### config.mk
export PLATFORM = sky130hd
export DESIGN_NAME = key_sched_rd
export DESIGN_NICKNAME = d
export VERILOG_FILES = /design/src/rtl/key_sched_rd.sv
export SDC_FILE = /design/constraint.sdc
export NUM_CORES = 1
export LEC_CHECK = 0
export ABC_CLOCK_PERIOD_IN_PS = 1880
export CAP_MARGIN = 10
export CORE_ASPECT_RATIO = 0.75
export CORE_MARGIN = 8
export CORE_UTILIZATION = 43
export DETAILED_ROUTE_END_ITERATION = 12
export GPL_TIMING_DRIVEN = 0
export PLACE_DENSITY = 0.81
export REMOVE_ABC_BUFFERS = 1
export SYNTH_ARGS = -nofsm -noshare
export SYNTH_HDL_FRONTEND = slang
export SYNTH_SLANG_ARGS = --single-unit
### constraint.sdc
create_clock -name clk -period 1.88 [get_ports clk]
set_input_delay 0.376 -clock clk [delete_from_list [all_inputs] [get_ports clk]]
set_output_delay 0.376 -clock clk [all_outputs]
set_load 0.02 [all_outputs]
### src/rtl/key_sched_rd.sv
// key_sched_rd: walks the expanded AES key schedule held in a 64-bit wide
// RAM and presents one 128-bit round key at a time to a consumer.
// Each key takes two RAM reads: the high half, then the low half.
// Keys are delivered in order 0..Nr for encrypt and Nr..0 for decrypt.
module key_sched_rd (
  input  logic         clk,
  input  logic         reset,
  input  logic [1:0]   key_mode,
  input  logic         key_ready,
  input  logic         decrypt,
  input  logic         rk_req,
  input  logic         rk_next,
  output logic         rd,
  output logic [4:0]   rd_addr,
  input  logic [63:0]  rd_data,
  output logic [127:0] rk,
  output logic         rk_valid,
  output logic [3:0]   rk_round,
  output logic         rk_last,
  output logic         busy
);

  typedef enum logic [2:0] {
    IDLE  = 3'd0,
    RD_HI = 3'd1,
    RD_LO = 3'd2,
    CAPT  = 3'd3,
    VALID = 3'd4
  } state_t;

  state_t         state_q, state_d;
  logic [3:0]     r_q, r_d;        // current round index
  logic [3:0]     nr_q, nr_d;      // round count latched at start of sequence
  logic           dec_q, dec_d;    // direction latched at start of sequence
  logic [127:0]   rk_q, rk_d;
  logic           last;

  // Round count for a key size; mode 3 behaves as a 256-bit key.
  function automatic logic [3:0] mode_nr(input logic [1:0] m);
    case (m)
      2'd0:    mode_nr = 4'd10;
      2'd1:    mode_nr = 4'd12;
      default: mode_nr = 4'd14;
    endcase
  endfunction

  // The key on rk is the final one once r reaches the far end of the schedule.
  assign last = dec_q ? (r_q == 4'd0) : (r_q == nr_q);

  // Next-state and datapath update; an absent schedule aborts any sequence.
  always_comb begin
    state_d = state_q;
    r_d     = r_q;
    nr_d    = nr_q;
    dec_d   = dec_q;
    rk_d    = rk_q;
    if (state_q != IDLE && !key_ready) begin
      state_d = IDLE;
    end else begin
      case (state_q)
        IDLE: begin
          if (rk_req && key_ready) begin
            nr_d    = mode_nr(key_mode);
            dec_d   = decrypt;
            r_d     = decrypt ? mode_nr(key_mode) : 4'd0;
            state_d = RD_HI;
          end
        end
        RD_HI: state_d = RD_LO;
        RD_LO: begin
          // Data for the high-half read issued in RD_HI arrives now.
          rk_d[127:64] = rd_data;
          state_d      = CAPT;
        end
        CAPT: begin
          rk_d[63:0] = rd_data;
          state_d    = VALID;
        end
        VALID: begin
          if (rk_next) begin
            if (last) begin
              state_d = IDLE;
            end else begin
              r_d     = dec_q ? r_q - 4'd1 : r_q + 4'd1;
              state_d = RD_HI;
            end
          end
        end
        default: state_d = IDLE;
      endcase
    end
  end

  // State register; reset clears everything so all outputs read zero.
  always_ff @(posedge clk) begin
    if (reset) begin
      state_q <= IDLE;
      r_q     <= 4'd0;
      nr_q    <= 4'd0;
      dec_q   <= 1'b0;
      rk_q    <= '0;
    end else begin
      state_q <= state_d;
      r_q     <= r_d;
      nr_q    <= nr_d;
      dec_q   <= dec_d;
      rk_q    <= rk_d;
    end
  end

  // Outputs are decoded from registered state only, so no input reaches
  // rd/rd_addr combinationally.
  always_comb begin
    rd       = (state_q == RD_HI) || (state_q == RD_LO);
    rd_addr  = 5'd0;
    if (rd) rd_addr = {r_q, state_q == RD_LO};
    rk       = rk_q;
    rk_valid = (state_q == VALID);
    rk_round = r_q;
    rk_last  = (state_q == VALID) && last;
    busy     = (state_q != IDLE);
  end

endmodule

==> key figures, run 1 <==
Floorplan
  – IO Count: 213
  – Die area: 15700 µm²
  – Die Wd: 142 µm
  – Number of cell rows: 34
  – Core area: 11600 µm²
  – Initial core utilization: 44.0%
  – Die Height: 110 µm

Global routing
  – Number of global-route vias before repair: 5143
  – Largest net degree at the start of global routing: 81
  – Initial antenna violation count: 0
  – Met3 Use GR: 9.85%
  – Met1 Use GR: 23.7%
  – Gr usage total: 21.0%
  – Met2 Usage GRT: 34.7%
  – Top Usage Layer GRT: met2
  – Global route overflow: 0
  – Global-route wire length before repair: 26.5 mm

Cells and area
  – Fin nets: 929
  – Final Non-Filler Cells: 1028
  – Layout area overhead: 60.3%
  – Layout cells sized above 1: 9.35%
  – Fin area: 8200 µm²
  – Ant diodes: 0
  – Final core occ: 70.6%

Timing
  – Least-Margin Pin Slew: 0.601 ns
  – Tmin final: 1.91 ns
  – Sum Neg Setup Slack: -0.0442 ns
  – Fmax: 0.524 GHz
  – Slew HR: 59.9%
  – Setup Viol. Count Final: 2
  – Slew Limit Fails: 0
  – Clock Skews: 0.00734 ns
  – Setup ws final: -0.0290 ns
  – RSZ-0062 raised after global routing: true
  – Final worst-path cycle share: 102%
  – Final hold viol count: 0
  – Worst hold margin: 0.453 ns

Worst setup path
  – Worst path required time: 1.50 ns
  – Critical path arrival: 1.53 ns
  – CP peak stage delay: 0.38 ns
  – Worst path slowest cell: dfxtp_4
  – Worst Setup Start Kind: register
  – Worst path cell trace: xnor2_2, nand4_1, a21oi_4, buf_6
  – Register-to-register setup slack: 0.17 ns
  – Critical path type: register to primary output
  – Delay-heaviest family, CP: flip-flops
  – Crit path buf inv count: 1
  – Worst Setup End Kind: primary output
  – Peak fanout along the critical path: 6

Logic synthesis
  – Synth top area share: 54.4%
  – Synth warn: 0
  – Number of synthesized register bits: 139
  – Mapped Area: 5110 µm²
  – Asr flop ratio synth: 0%
  – Yosys cell types: 39
  – Syn avg cell area: 7.88 µm²
  – Most area-hungry cell type in the Yosys netlist: dfxtp_1
  – Most frequent cell after synthesis: nand2_1
  – Register area share after synthesis: 54.4%
  – Post-Syn Instances: 649
  – Synth cell count leaders: nand2_1 (261), dfxtp_1 (139), a21oi_1 (132)
  – Synth Flop Type: dfxtp_1
  – Dominant cells by area after synthesis: dfxtp_1 (54%), nand2_1 (19%), a21oi_1 (13%), buf_2 (2.1%), clkbuf_1 (1.1%)
  – Post-synth EDFFs: 0

Power
  – Leak Pwr: 2.82 nW
  – Seq pwr share: 41.8%
  – Clock power share: 47.1%
  – Psw: 1.75 mW
  – Logic pwr share: 11.1%
  – Power consumption: 7.38 mW
  – Switching share of power: 23.6%
  – Worst vdd ir: 0.621 mV
  – Cell-internal power: 5.64 mW
  – Cell area power density: 900 nW/µm²

Place
  – Pre-CTS setup slack: -0.787 ns
  – Placed inst area: 7380 µm²
  – I/O Buffers: 212
  – HPWL after detailed placement: 11.8 mm
  – Post-Place Cells: 984
  – GP Congestion: 0.847

Detailed routing
  – Drt drc: 0
  – Final WL: 17.6 mm
  – DR WL/cell: 17.1 µm
  – Drt first pass iters: 5
  – Post-route ant nets: 0
  – Drt initial violations: 336
  – Vias per inst: 5.05
  – Routed vias: 5194

Outcome
  – Failing checks: negative setup slack
  – Outcome: finished, violations left

CTS
  – Hold_buf cts: 0
  – CTS Buffer Depth: 2
  – Num CTS Buffers: 17
  – Clock Sinks: 139
  – CTS tree: done
  – Clk Latency, worst-skew pair: 0.41 ns
  – Number of H-tree levels: 4
  – Clock root cell: clkbuf_16
  – Clk slew on worst S/H paths: 0.06 ns

Flow run
  – MaxCap Viol Count: 0

Hold path
  – Type of the worst min-delay path: register to register
worst reg2reg max path, cell delays in order (launching register included):
cell and delay (ns):
dfxtp_2 0.36, nor4_2 0.27, nand2_1 0.15, buf_4 0.16
buf_4 0.13, a31o_2 0.26, o221a_2 0.28
cells by family after synthesis:
| group | count (synthesis) | share of synthesized area, % |
|---|---|---|
| xor+xnor | 6 | 1.03 |
| fa+ha+maj | 3 | 0.881 |
| flops | 139 | 54.4 |
| simple gates | 301 | 23.6 |
| compound gates | 145 | 15.0 |
| mux | 1 | 0.196 |
| buf+inv | 54 | 4.94 |
placed cells by master (no fill, tap or decap), drive strengths merged, types with 2 or more instances in the layout:
| cell | count |
|---|---|
| a21oi | 132 |
| and2 | 3 |
| and3 | 2 |
| and3b | 2 |
| buf | 23 |
| bufinv | 3 |
| clkbuf | 22 |
| clkdlybuf4s15 | 2 |
| clkdlybuf4s50 | 200 |
| clkinv | 5 |
| clkinvlp | 3 |
| dfxtp | 139 |
| dlygate4sd2 | 3 |
| ha | 2 |
| inv | 7 |
| nand2 | 261 |
| nand2b | 2 |
| nand3 | 5 |
| nand4 | 3 |
| nor2 | 10 |
| nor3 | 8 |
| nor4 | 2 |
| o211ai | 3 |
| o21ai | 2 |
| o221a | 2 |
| xnor2 | 4 |
| xor2 | 2 |
what timing repair did:
action / 4_1_cts / 5_1_grt
cloned: 0 / 2
resized for setup: 45 / 19
setup endpoints to repair: 114 / 63
setup buffers: 10 / 3
pin swaps: 4 / 7
power by group through the flow:
stage               clock [mW]  combinational [mW]  sequential, mW
floorplan                    0               0.228            3.20
global placement             0               0.722            3.14
detailed placement           0               0.762            3.14
CTS                       3.51               0.784            3.08
global route              3.67               0.871            3.10
finish                    3.48               0.818            3.09
path summary, 6_finish.rpt:
check              startpoint          end  cells after the start
setup reg to reg  rk_round[0]  rk_round[2]                      6
hold reg to reg        rk[50]       rk[50]                      2
hold / removal         rk[50]       rk[50]                      2
setup / recovery  rk_round[3]      rk_last                      4
registers in the layout, summed over array words and instances (netlist names):
name / count
nr_q: 3
dec_q: 1
rk_round: 4
rk: 128
state_q: 3
final cells by class:
cell class | count | area (µm²)
multi-input combinational | 458 | 2170
clock inverter | 10 | 140
inverter | 8 | 42.5
clock buffer | 21 | 480
timing repair buffer | 230 | 2350
fill | 906 | 3410
tap | 162 | 203
sequential | 139 | 2810
routing by layer:
layer | wire, µm | part of all wire (%) | vias up
met3 | 1890 | 11 | 18
met1 | 7260 | 41 | 2449
met2 | 8170 | 46 | 204
li1 | - | - | 2523
met5 | 0 | 0 | -
met4 | 251 | 1.4 | 0
Power figures use the tool's default switching activity.
==> inputs of run 2 (changes only) <==
--- a/config.mk
+++ b/config.mk
@@ -5,8 +5,8 @@
 export SDC_FILE = /design/constraint.sdc
 export NUM_CORES = 1
 export LEC_CHECK = 0
-export ABC_CLOCK_PERIOD_IN_PS = 1880
-export CAP_MARGIN = 10
+export ABC_CLOCK_PERIOD_IN_PS = 2050
+export CAP_MARGIN = 20
 export CORE_ASPECT_RATIO = 0.75
 export CORE_MARGIN = 8
 export CORE_UTILIZATION = 43
==> constraint.sdc (replaced) <==
create_clock -name clk -period 2.05 [get_ports clk]
set_input_delay 0.41 -clock clk [delete_from_list [all_inputs] [get_ports clk]]
set_output_delay 0.41 -clock clk [all_outputs]
set_load 0.02 [all_outputs]
==> run 2 against run 1 <==
  * The flow now finishes without violations
  * Clock power fell by 13%
  * Via count fell by 0.42%
  * Die area is the same
  * Global-route usage is 0.33 points lower
  * Setup slack gained 0.059 ns
  * Sequential power fell by 8.4%
  * Combinational power decreased by 12%
  * Final cell count decreased by 0.68%
==> key figures, run 2 (synthesis gave the netlist of run 1 again) <==
Outcome
  – Outcome: complete, no violations

Global routing
  – Global route overflow: 0
  – Top Usage Layer GRT: met2
  – Global-route wire length before repair: 26.0 mm
  – Met3 Use GR: 9.90%
  – Gr usage total: 20.7%
  – Initial antenna violation count: 0
  – Met2 Usage GRT: 35.8%
  – Number of global-route vias before repair: 5103
  – Met1 Use GR: 22.0%
  – Largest net degree at the start of global routing: 81

Detailed routing
  – Routed vias: 5172
  – Drt drc: 0
  – Post-route ant nets: 0
  – Drt initial violations: 344
  – Vias per inst: 5.07
  – Drt first pass iters: 5
  – Final WL: 16.9 mm
  – DR WL/cell: 16.6 µm

Worst setup path
  – Worst Setup Start Kind: register
  – Worst path required time: 1.64 ns
  – R2R Path End: rk[31]
  – Critical path arrival: 1.61 ns
  – Worst path slowest cell: or3b_4
  – Worst path cell trace: or3b_4, a21oi_4, buf_6
  – Reg2reg path depth: 5
  – Critical path type: register to primary output
  – Crit path from: state_q[0]
  – Peak fanout along the critical path: 11
  – Crit Reg-Reg Startpoint: state_q[2]
  – CP peak stage delay: 0.49 ns
  – Worst Setup End Kind: primary output
  – Register-to-register setup slack: 0.24 ns

CTS
  – Clk Latency, worst-skew pair: 0.41 ns
  – Hold_buf cts: 0
  – CTS Buffer Depth: 2
  – Clock Sinks: 139
  – Num CTS Buffers: 17
  – Clock root cell: clkbuf_16
  – CTS tree: done
  – Number of H-tree levels: 4
  – Clk slew on worst S/H paths: 0.06 ns

Floorplan
  – Initial core utilization: 44.0%
  – Die Wd: 142 µm
  – Die area: 15700 µm²
  – Core area: 11600 µm²
  – IO Count: 213
  – Number of cell rows: 34
  – Die Height: 110 µm

Cells and area
  – FF+latch area: 2800 µm²
  – Most common cell after layout, fill and taps aside: nand2_1
  – Commonest cells after routing, fill and taps aside: nand2_1 (261), clkdlybuf4s50_1 (202), dfxtp_1 (132)
  – Largest register FFs: 128
  – Area of the multi-input gates: 2130 µm²
  – Layout area overhead: 57.5%
  – Fin nets: 921
  – Filler Cell Count: 933
  – Layout cells sized above 1: 7.57%
  – Ant diodes: 0

Timing
  – Fmax: 0.495 GHz
  – Slew Limit Fails: 0
  – Tmin final: 2.02 ns
  – Sum Neg Setup Slack: 0 ns
  – Setup Viol. Count Final: 0
  – Final worst-path cycle share: 98.5%
  – Clock Skews: 0.00731 ns
  – Slew HR: 60.1%
  – Worst hold margin: 0.453 ns
  – Least-Margin Pin Slew: 0.598 ns
  – Final hold viol count: 0

Place
  – GP Congestion: 0.847
  – HPWL after detailed placement: 11.8 mm
  – I/O Buffers: 212

Hold path
  – Type of the worst min-delay path: register to register
  – Cells on Worst Hold Path: 2
  – Hold EP: rk[44]
  – Hold_sp: rk[44]

Power
  – Worst vdd ir: 0.608 mV
  – Cell area power density: 816 nW/µm²
  – Power consumption: 6.57 mW
  – Leak Pwr: 2.75 nW

Flow run
  – MaxCap Viol Count: 0
run 2: cell type report:
class	instances	area share, %
timing repair buffer	224	28.6
multi-input combinational	456	26.4
sequential	139	34.7
clock inverter	13	1.77
tap	162	2.52
clock buffer	19	5.50
inverter	8	0.435
run 2: repair_timing:
| action | CTS | global route |
|---|---|---|
| pin swaps | 3 | 3 |
| buffers inserted | 2 | 3 |
| hold endpoints to repair | 0 | 0 |
| endpoints found under the setup margin | 89 | 36 |
| resized for setup | 26 | 10 |
| cloned | 0 | 0 |
run 2: power breakdown:
part	total (mW)	leakage [nW]	internal [mW]	switching [mW]
Sequential	2.83	1.13	2.77	0.0624
Combinational	0.721	1.35	0.356	0.366
Clock	3.02	0.272	1.83	1.19
Total	6.57	2.75	4.96	1.61
run 2: metrics by stage:
step | instance area (µm²) | setup WS [ns] | utilization [%] | std cells
finish | 8060 | 0.0301 | 69.4 | 1021
global route | 8060 | -0.0242 | 69.4 | 1021
global placement | 7220 | -3.27 | 62.2 | 977
floorplan | 4900 | -0.137 | - | 603
CTS | 8000 | 0.00578 | 68.9 | 1018
detailed placement | 7380 | -0.658 | 63.5 | 984
run 2: critical path: cells and delay by family (launching register included):
kind	cells	cell delay, ns
and+or+nand+nor	1	0.49
DFF	1	0.40
AOI/OAI and AO/OA	1	0.18
buffers and inverters	1	0.14
run 2: worst max-delay path by stage:
stage          slack, ns  depth (start not counted)    endpoint
6_report            0.03                          3     rk_last
5_1_grt            -0.02                          3     rk_last
4_1_cts            0.006                          4     rk_last
3_5_place_dp       -0.66                          6     rk[125]
3_3_place_gp       -3.27                          4  state_q[0]
2_1_floorplan      -0.14                          4     rk[100]
run 2: routing by layer:
| layer | part of all wire [%] | vias to the layer above |
|---|---|---|
| li1 | - | 2501 |
| met1 | 39 | 2434 |
| met2 | 48 | 221 |
| met3 | 12 | 16 |
| met4 | 1.1 | 0 |
| met5 | 0 | - |
==> inputs of run 3 (changes only) <==
--- a/config.mk
+++ b/config.mk
@@ -17,3 +17,4 @@
 export SYNTH_ARGS = -nofsm -noshare
 export SYNTH_HDL_FRONTEND = slang
 export SYNTH_SLANG_ARGS = --single-unit
+export TNS_END_PERCENT = 20
==> run 3 against run 2 <==
  * Cell area decreased by 0.33%
  * Routed wire length is 0.10% lower
  * Clock skew down 0.00064 ns
  * Final cell count down 0.20%
  * Die area stayed put
  * Critical path depth unchanged
  * Setup slack about the same
  * Non-clock buffer count shrank 2
  * Fmax is essentially flat
  * Global-route usage hardly changed
  * Largest cell class unchanged
  * Combinational power down 2%
  * Utilization is 0.23 points lower
==> key figures, run 3 (synthesis gave the netlist of run 1 again) <==
Floorplan
  – Number of cell rows: 34
  – IO Count: 213
  – Die Wd: 142 µm
  – Core area: 11600 µm²
  – Die area: 15700 µm²
  – Initial core utilization: 44.0%
  – Die Height: 110 µm

Cells and area
  – Fin area: 8030 µm²
  – Ant diodes: 0
  – Largest register FFs: 128
  – Commonest cells after routing, fill and taps aside: nand2_1 (261), clkdlybuf4s50_1 (202), dfxtp_1 (132)
  – Fin nets: 919
  – Most common cell after layout, fill and taps aside: nand2_1
  – Layout cells sized above 1: 7.35%
  – Layout area overhead: 57.0%
  – Filler Cell Count: 938
  – Final core occ: 69.1%

Worst setup path
  – Worst path required time: 1.64 ns
  – Critical path arrival: 1.61 ns
  – Worst Setup End Kind: primary output
  – Critical path type: register to primary output
  – Worst Setup Start Kind: register
  – Peak fanout along the critical path: 11

Detailed routing
  – Routed vias: 5143
  – Drt drc: 0
  – Drt first pass iters: 5
  – Post-route ant nets: 0
  – Vias per inst: 5.05
  – Final WL: 16.9 mm
  – Drt initial violations: 296
  – DR WL/cell: 16.6 µm

CTS
  – Clock root cell: clkbuf_16
  – Clk Latency, worst-skew pair: 0.41 ns
  – Number of H-tree levels: 4
  – Clk slew on worst S/H paths: 0.06 ns
  – CTS tree: done
  – Clock Sinks: 139
  – Num CTS Buffers: 17
  – CTS Buffer Depth: 2

Timing
  – Sum Neg Setup Slack: 0 ns
  – Final hold viol count: 0
  – Tmin final: 2.02 ns
  – Clock Skews: 0.00667 ns
  – Fmax: 0.495 GHz
  – Slew Limit Fails: 0
  – Slew HR: 59.8%
  – Final worst-path cycle share: 98.5%
  – RSZ-0062 raised after global routing: true
  – Least-Margin Pin Slew: 0.602 ns
  – Setup ws final: 0.0298 ns
  – Setup Viol. Count Final: 0

Place
  – Pre-CTS setup slack: -0.658 ns
  – I/O Buffers: 212
  – HPWL after detailed placement: 11.8 mm
  – Placed inst area: 7380 µm²
  – GP Congestion: 0.847

Power
  – Cell area power density: 817 nW/µm²
  – Worst vdd ir: 0.608 mV
  – Leak Pwr: 2.74 nW

Outcome
  – Outcome: complete, no violations

Global routing
  – Gr usage total: 20.7%
  – Initial antenna violation count: 0
  – Largest net degree at the start of global routing: 81
  – Global-route wire length before repair: 26.0 mm
  – Global route overflow: 0
  – Number of global-route vias before repair: 5095

Hold path
  – Type of the worst min-delay path: register to register

Flow run
  – MaxCap Viol Count: 0
run 3: worst max-delay path, stage by stage (launching register included):
cell     delay (ns)
dfxtp_4        0.40
or3b_4         0.46
a21oi_2        0.18
buf_4          0.17
run 3: timing repair:
item,4_1_cts,5_1_grt
setup endpoints to repair,89,36
buffers inserted,2,1
hold buffers,0,0
pin swaps,1,0
gates resized for setup,22,12
run 3: final timing paths:
kind | from | end | slack, ns | cells past startpoint
setup / recovery | state_q[2] | rk_last | 0.03 | 3
hold / removal | rk[44] | rk[44] | 0.45 | 2
setup reg to reg | state_q[2] | rk[12] | 0.24 | 5
hold reg to reg | rk[44] | rk[44] | 0.45 | 2
run 3: final cells by class:
type | instances | area (µm²) | area share (%)
Inverter | 8 | 35.0 | 0.436
Clock inverter | 13 | 143 | 1.78
Clock buffer | 19 | 443 | 5.52
Tap cell | 162 | 203 | 2.52
Multi-Input combinational cell | 456 | 2120 | 26.4
Timing Repair Buffer | 222 | 2280 | 28.5
Sequential cell | 139 | 2800 | 34.9
run 3: per-stage QoR:
stage	total power [mW]	std cells	hold slack, ns
after global routing	6.78	1019	0.465
final	6.56	1019	0.453
after detailed placement	3.58	984	0.447
after CTS	6.59	1018	0.454
after global placement	3.54	977	0.441
after floorplan	3.15	603	0.462
run 3: where the power goes:
part           leakage (nW)  internal [mW]  switching (mW)  total [mW]
Sequential             1.13           2.77          0.0614        2.83
Combinational          1.34          0.347           0.362       0.709
Clock                 0.272           1.83            1.19        3.02
run 3: layer usage:
layer  vias up  global-route usage [%]  part of all wire (%)
li1       2501                       -                     -
met4         0                    5.64                   1.1
met5         -                       0                     0
met1      2417                    22.1                    39
met3        14                    9.90                    12
met2       211                    35.7                    48
